===== src/rtl/spi_fifo_arbiter_if.sv =====
// spi_fifo_arbiter_if: requester/FIFO bundle for spi_fifo_arbiter.
// Requester side: clr_i, req_i, len_i, valid_i, data_i in; ready_o, gnt_o, done_o, abort_o, busy_o out.
// FIFO side: fifo_valid_o, fifo_data_o out; fifo_ready_i in.
// slave = arbiter view, master = environment view.
interface spi_fifo_arbiter_if #(
  parameter int DATA_WIDTH = 32,
  parameter int NUM_REQ    = 2,
  parameter int LEN_WIDTH  = 4
) ();
  logic                          clr_i;
  logic [NUM_REQ-1:0]            req_i;
  logic [NUM_REQ*LEN_WIDTH-1:0]  len_i;
  logic [NUM_REQ-1:0]            valid_i;
  logic [NUM_REQ*DATA_WIDTH-1:0] data_i;
  logic [NUM_REQ-1:0]            ready_o;
  logic [NUM_REQ-1:0]            gnt_o;
  logic [NUM_REQ-1:0]            done_o;
  logic                          abort_o;
  logic                          busy_o;
  logic                          fifo_valid_o;
  logic [DATA_WIDTH-1:0]         fifo_data_o;
  logic                          fifo_ready_i;
  modport slave (
    input  clr_i, req_i, len_i, valid_i, data_i, fifo_ready_i,
    output ready_o, gnt_o, done_o, abort_o, busy_o, fifo_valid_o, fifo_data_o
  );
  modport master (
    output clr_i, req_i, len_i, valid_i, data_i, fifo_ready_i,
    input  ready_o, gnt_o, done_o, abort_o, busy_o, fifo_valid_o, fifo_data_o
  );
endinterface


===== src/rtl/spi_fifo_arbiter.sv =====
// spi_fifo_arbiter: round-robin, burst-locked arbiter of NUM_REQ requesters onto one FIFO write port.
// Ports: clk_i clock, rst_ni async active-low reset, bus (spi_fifo_arbiter_if.slave) carrying
// requests/lengths/data in, grants/ready/done/abort/busy out, and the FIFO valid/data/ready handshake.
module spi_fifo_arbiter #(
  parameter int DATA_WIDTH = 32,
  parameter int NUM_REQ    = 2,
  parameter int LEN_WIDTH  = 4
) (
  input logic               clk_i,
  input logic               rst_ni,
  spi_fifo_arbiter_if.slave bus
);
  localparam int IW = $clog2(NUM_REQ);
  typedef enum logic {IDLE, XFER} state_t;
  state_t                state_q, state_d;
  logic [IW-1:0]         sel_q, sel_d, last_q, last_d, pick, hi, lo;
  logic                  found_hi;
  logic [NUM_REQ-1:0]    gnt_q, gnt_d, done_q, done_d;
  logic                  abort_q, abort_d;
  logic [LEN_WIDTH-1:0]  cnt_q, cnt_d, pick_len;
  logic                  req_s, valid_s, fv, beat, last_beat;
  logic [DATA_WIDTH-1:0] data_s;
  // Round robin: lowest requesting index above last_q, else lowest requesting index overall.
  always_comb begin
    hi = '0;
    lo = '0;
    found_hi = 1'b0;
    pick_len = '0;
    for (int i = NUM_REQ - 1; i >= 0; i--)
      if (bus.req_i[i]) begin
        lo = IW'(i);
        if (IW'(i) > last_q) begin
          hi = IW'(i);
          found_hi = 1'b1;
        end
      end
    pick = found_hi ? hi : lo;
    for (int i = 0; i < NUM_REQ; i++)
      if (pick == IW'(i)) pick_len = bus.len_i[i*LEN_WIDTH +: LEN_WIDTH];
  end
  always_ff @(posedge clk_i or negedge rst_ni)
    if (!rst_ni) state_q <= IDLE;
    else state_q <= state_d;
  always_comb
    state_d = bus.clr_i ? IDLE :
              (state_q == IDLE) ? ((|bus.req_i) ? XFER : IDLE) :
              (last_beat || !req_s) ? IDLE : XFER;
  always_comb begin
    req_s = 1'b0;
    valid_s = 1'b0;
    data_s = '0;
    for (int i = 0; i < NUM_REQ; i++)
      if (sel_q == IW'(i)) begin
        req_s = bus.req_i[i];
        valid_s = bus.valid_i[i];
        data_s = bus.data_i[i*DATA_WIDTH +: DATA_WIDTH];
      end
    fv = (state_q == XFER) && valid_s && req_s;
    beat = fv && bus.fifo_ready_i;
    last_beat = beat && (cnt_q == '0);
  end
  always_comb begin
    sel_d = sel_q;
    cnt_d = cnt_q;
    last_d = last_q;
    gnt_d = gnt_q;
    done_d = '0;
    abort_d = 1'b0;
    if (bus.clr_i) begin
      gnt_d = '0;
      cnt_d = '0;
      last_d = IW'(NUM_REQ - 1);
    end else if (state_q == IDLE) begin
      if (|bus.req_i) begin
        sel_d = pick;
        gnt_d = NUM_REQ'(1) << pick;
        cnt_d = pick_len;
      end
    end else if (last_beat) begin
      done_d = gnt_q;
      gnt_d = '0;
      last_d = sel_q;
    end else if (!req_s) begin
      // A dropped request never coincides with a beat, since fifo_valid_o needs req_i[s].
      abort_d = 1'b1;
      gnt_d = '0;
      last_d = sel_q;
    end else if (beat) cnt_d = cnt_q - 1'b1;
  end
  always_ff @(posedge clk_i or negedge rst_ni)
    if (!rst_ni) begin
      sel_q <= '0;
      cnt_q <= '0;
      last_q <= IW'(NUM_REQ - 1);
      gnt_q <= '0;
      done_q <= '0;
      abort_q <= 1'b0;
    end else begin
      sel_q <= sel_d;
      cnt_q <= cnt_d;
      last_q <= last_d;
      gnt_q <= gnt_d;
      done_q <= done_d;
      abort_q <= abort_d;
    end
  assign bus.fifo_valid_o = fv;
  assign bus.fifo_data_o  = data_s;
  assign bus.ready_o      = (state_q == XFER) ? (gnt_q & {NUM_REQ{bus.fifo_ready_i}}) : '0;
  assign bus.gnt_o        = gnt_q;
  assign bus.done_o       = done_q;
  assign bus.abort_o      = abort_q;
  assign bus.busy_o       = (state_q == XFER);
endmodule


===== src/flat_wrapper.sv =====
// flat-port wrapper written by rule: the top's interface ports become plain ports
module spi_fifo_arbiter_flat 
#(
  parameter int DATA_WIDTH = 32,
  parameter int NUM_REQ    = 2,
  parameter int LEN_WIDTH  = 4
)
  (clk_i, rst_ni, bus_clr_i, bus_req_i, bus_len_i, bus_valid_i, bus_data_i, bus_fifo_ready_i, bus_ready_o, bus_gnt_o, bus_done_o, bus_abort_o, bus_busy_o, bus_fifo_valid_o, bus_fifo_data_o);
  spi_fifo_arbiter_if #(.DATA_WIDTH(DATA_WIDTH), .NUM_REQ(NUM_REQ), .LEN_WIDTH(LEN_WIDTH)) bus_i ();
  input logic clk_i;
  input logic rst_ni;
  input wire logic [$bits(bus_i.clr_i)-1:0] bus_clr_i;
  input wire logic [$bits(bus_i.req_i)-1:0] bus_req_i;
  input wire logic [$bits(bus_i.len_i)-1:0] bus_len_i;
  input wire logic [$bits(bus_i.valid_i)-1:0] bus_valid_i;
  input wire logic [$bits(bus_i.data_i)-1:0] bus_data_i;
  input wire logic [$bits(bus_i.fifo_ready_i)-1:0] bus_fifo_ready_i;
  output wire logic [$bits(bus_i.ready_o)-1:0] bus_ready_o;
  output wire logic [$bits(bus_i.gnt_o)-1:0] bus_gnt_o;
  output wire logic [$bits(bus_i.done_o)-1:0] bus_done_o;
  output wire logic [$bits(bus_i.abort_o)-1:0] bus_abort_o;
  output wire logic [$bits(bus_i.busy_o)-1:0] bus_busy_o;
  output wire logic [$bits(bus_i.fifo_valid_o)-1:0] bus_fifo_valid_o;
  output wire logic [$bits(bus_i.fifo_data_o)-1:0] bus_fifo_data_o;
  assign bus_i.clr_i = bus_clr_i;
  assign bus_i.req_i = bus_req_i;
  assign bus_i.len_i = bus_len_i;
  assign bus_i.valid_i = bus_valid_i;
  assign bus_i.data_i = bus_data_i;
  assign bus_i.fifo_ready_i = bus_fifo_ready_i;
  assign bus_ready_o = bus_i.ready_o;
  assign bus_gnt_o = bus_i.gnt_o;
  assign bus_done_o = bus_i.done_o;
  assign bus_abort_o = bus_i.abort_o;
  assign bus_busy_o = bus_i.busy_o;
  assign bus_fifo_valid_o = bus_i.fifo_valid_o;
  assign bus_fifo_data_o = bus_i.fifo_data_o;
  spi_fifo_arbiter #(.DATA_WIDTH(DATA_WIDTH), .NUM_REQ(NUM_REQ), .LEN_WIDTH(LEN_WIDTH)) u_core (.clk_i(clk_i), .rst_ni(rst_ni), .bus(bus_i));
endmodule

===== config.mk =====
export PLATFORM = sky130hd
export DESIGN_NAME = spi_fifo_arbiter_flat
export DESIGN_NICKNAME = d
export VERILOG_FILES = /design/src/rtl/spi_fifo_arbiter_if.sv /design/src/rtl/spi_fifo_arbiter.sv /design/src/flat_wrapper.sv
export SDC_FILE = /design/constraint.sdc
export NUM_CORES = 1
export LEC_CHECK = 0
export CAP_MARGIN = 20
export CORE_MARGIN = 2
export CORE_UTILIZATION = 31
export DETAILED_ROUTE_END_ITERATION = 7
export PLACE_DENSITY = 0.89
export SLEW_MARGIN = 20
export SYNTH_ARGS = -nofsm -noshare
export SYNTH_HDL_FRONTEND = slang
export SYNTH_SLANG_ARGS = --single-unit

===== constraint.sdc =====
create_clock -name clk_i -period 3.2 [get_ports clk_i]
set_input_delay 0.48 -clock clk_i [delete_from_list [all_inputs] [get_ports clk_i]]
set_output_delay 0.48 -clock clk_i [all_outputs]
set_load 0.01 [all_outputs]

==> metrics.md <==
| Metric | Value |
|---|---|
| Most common flop cell mapped by yosys | `dfrtp_1` |
| Minimum clock period | `2.53 ns` |
| HP Class | `flop to flop` |
| Max Clock Skew | `0.00165 ns` |
| Reg2Reg Depth | `4` |
| # diodes | `0` |
| Post-Syn Nets | `201` |
| GR Util All Layers | `0.182` |
| Post-Route WL | `4.10 mm` |
| TritonCTS Buffers | `3` |
| Cells after Synth | `120` |
| Busiest layer in global routing | `met2` |
| Final Max Tran Viols | `0` |
| Die height | `64.9 um` |
| Core area | `0.00361 mm^2` |
| Area grow syn2layout | `113%` |
| Initial Util | `0.319` |
| Syn. warnings | `0` |
| Drt pass-1 iters | `4` |
| Worst EP required | `2.72 ns` |
| Clock Tree Buf Depth | `2` |
| Post-CTS Setup Inserts | `0` |
| DRC Markers | `0` |
| Grt met3 use | `0.0399` |
| Hold Startpoint | `u_core.cnt_q[1]$_DFFE_PN0P_` |
| Share of layout cells above drive strength 1 | `0.209` |
| First-pass GRT wire length | `5.99 mm` |
| Met2 Use GR | `0.325` |
| Mean Syn Cell Area | `9.58 um^2` |
| Post_cts resized | `0` |
| Die W | `64.9 um` |
| # IOs | `121` |
| GP Congestion | `0.859` |
| Final period util | `0.790` |
| Detail Placement HPWL | `3.31 mm` |
| Vias in the first global route | `1291` |
| Seq/Total Area, Yosys | `0.262` |
| Antenna Nets Post-Route | `0` |
| Hold_buf cts | `0` |
| Final setup viols | `0` |
| GRT met1 Usage | `0.220` |
| Post-route insts no fill | `287` |
| Std cell rows | `22` |
| Fillers | `285` |
| Hold Path Cell Cnt | `2` |
| Port Buffers | `120` |
| CP Class | `input port to primary output` |
| Cell area after synthesis | `0.00115 mm^2` |
| Post-synth ARST share | `1.00` |
| Worst-path clk slew | `0.05 ns` |
| Initial antenna violation count | `0` |
| Setup TNS | `0 ns` |
| FF/Latch Area | `302 um^2` |
| Fin nets | `321` |
| CTS tree | `done` |
| Reg2reg start | `u_core.bus.busy_o$_DFF_PN0_` |
| Actual slew at the worst max-slew pin | `0.552 ns` |
| Synth Register Bits | `12` |
| Clock H-tree levels | `1` |
| Leakage power | `0.958 nW` |
| PD cells | `369 mW/mm^2` |
| Largest net degree at the start of global routing | `34` |
| Critical path origin | `bus_req_i[0]` |
| Multi-input combinational cell area | `788 um^2` |
| FMAX | `0.396 GHz` |
| Clock Latency Late Sink | `0.24 ns` |
| Crit-path max FO | `7` |
| GRT Residual Overflow | `0` |
| Initial DRC Count | `84` |
| Critical path data arrival time | `2.05 ns` |
| CTS root buf | `clkbuf_8` |
| Slew margin rel. | `0.632` |
| Cell count after placement | `283` |
| Vias per cell | `4.99` |
| Max VDD drop | `0.000173 V` |
| Die area | `0.00421 mm^2` |
| Status | `finished, final reports clean` |
| DR WL/cell | `14.3 um` |
| Worst setup EP type | `primary output` |
| Critical path launch point type | `input port` |
| Vias | `1433` |
| RSZ-0062 raised after global routing | `no` |
| Clock Sink Count | `12` |
| Synth unique cells | `36` |
| Max cap viols | `0` |
| Post-synth EDFFs | `0` |
| Final hold vios | `0` |
## cell type report
cell class                 count  area share
timing repair buffer         121       0.495
inverter                       8      0.0123
tap                           48      0.0246
multi-input combinational     94       0.323
sequential                    12       0.123
clock buffer                   4      0.0225
## cells by family after synthesis
logic type               Yosys count  share of synthesized area
multiplexers                      38                      0.374
adder cells (fa/ha/maj)            1                     0.0109
flip-flops                        12                      0.262
AO/OA/AOI/OAI                     25                      0.150
AND/OR/NAND/NOR                   30                      0.150
buffers and inverters             14                     0.0522
## path summary, 6_finish.rpt
| path | to | slack [ns] |
|---|---|---|
| max | bus_fifo_valid_o | 0.67 |
| min | u_core.cnt_q[1]$_DFFE_PN0P_ | 0.54 |
| max reg2reg | u_core.cnt_q[2]$_DFFE_PN0P_ | 1.43 |
| min reg2reg | u_core.cnt_q[1]$_DFFE_PN0P_ | 0.54 |
| max in group asynchronous | u_core.last_q$_DFFE_PN1P_ | 2.24 |
| min in group asynchronous | u_core.cnt_q[0]$_DFFE_PN0P_ | 0.59 |
## layer usage
| metal | wire length, um | up-vias |
|---|---|---|
| met5 | 0 | - |
| met3 | 329 | 5 |
| met2 | 2140 | 73 |
| li1 | - | 685 |
| met4 | 44 | 0 |
| met1 | 1580 | 670 |
## where the power goes
part           internal (mW)  switching [mW]  total, mW  leakage [nW]
Clock                  0.109          0.0548      0.163        0.0288
Sequential             0.173          0.0300      0.203         0.155
Combinational          0.343           0.193      0.536         0.774
Total                  0.624           0.278      0.903         0.958
## cells in the final DEF, fill, tap and decap left out, types with 2 or more instances in the layout
cell             count
nand3_1              4
o21ai_0              9
o21ai_1              3
and3_1               3
nor3_1               2
a211oi_1             2
a21oi_1              3
clkbuf_8             4
nand2_1              6
clkdlybuf4s50_1    120
inv_1                8
mux2_2              36
nor2_1               6
dfrtp_1             11
## state kept, by name, summed over array words and instances, names as in the netlist
signal	cells
u_core.last_q	1
u_core.bus.abort_o	1
u_core.sel_q	1
u_core.bus.gnt_o	2
u_core.cnt_q	4
u_core.bus.busy_o	1
u_core.bus.done_o	2
## stage by stage
step / hold slack, ns / cell area [um^2] / setup slack, ns / total power [mW] / utilization
after global placement: 0.511 / 2390 / 0.729 / 0.733 / 0.662
after global routing: 0.573 / 2440 / 0.565 / 0.954 / 0.678
after floorplan: 0.184 / 1150 / 1.66 / 0.461 / -
after detailed placement: 0.519 / 2390 / 0.680 / 0.739 / 0.662
after CTS: 0.531 / 2440 / 0.672 / 0.908 / 0.678
final: 0.536 / 2440 / 0.673 / 0.903 / 0.678
## synthesized netlist by cell type (2+ instances only)
cell type / n / area share
inv_1: 8 / 0.026
a211oi_1: 2 / 0.013
nand2_1: 6 / 0.020
buf_2: 3 / 0.013
nor2_1: 6 / 0.020
clkbuf_1: 2 / 0.0065
o21ai_0: 9 / 0.039
nand3_1: 4 / 0.017
mux2_2: 36 / 0.35
dfrtp_1: 11 / 0.24
nor3_1: 2 / 0.0087
o21ai_1: 3 / 0.013
a21oi_1: 3 / 0.013
and3_1: 3 / 0.016
## critical path, cell delays in order
cell and delay, ns:
clkdlybuf4s50_1 0.61, and4b_1 0.29, nor2_1 0.08, inv_1 0.06
clkdlybuf4s50_1 0.53
Note: power is estimated with default switching activity, not from simulation.
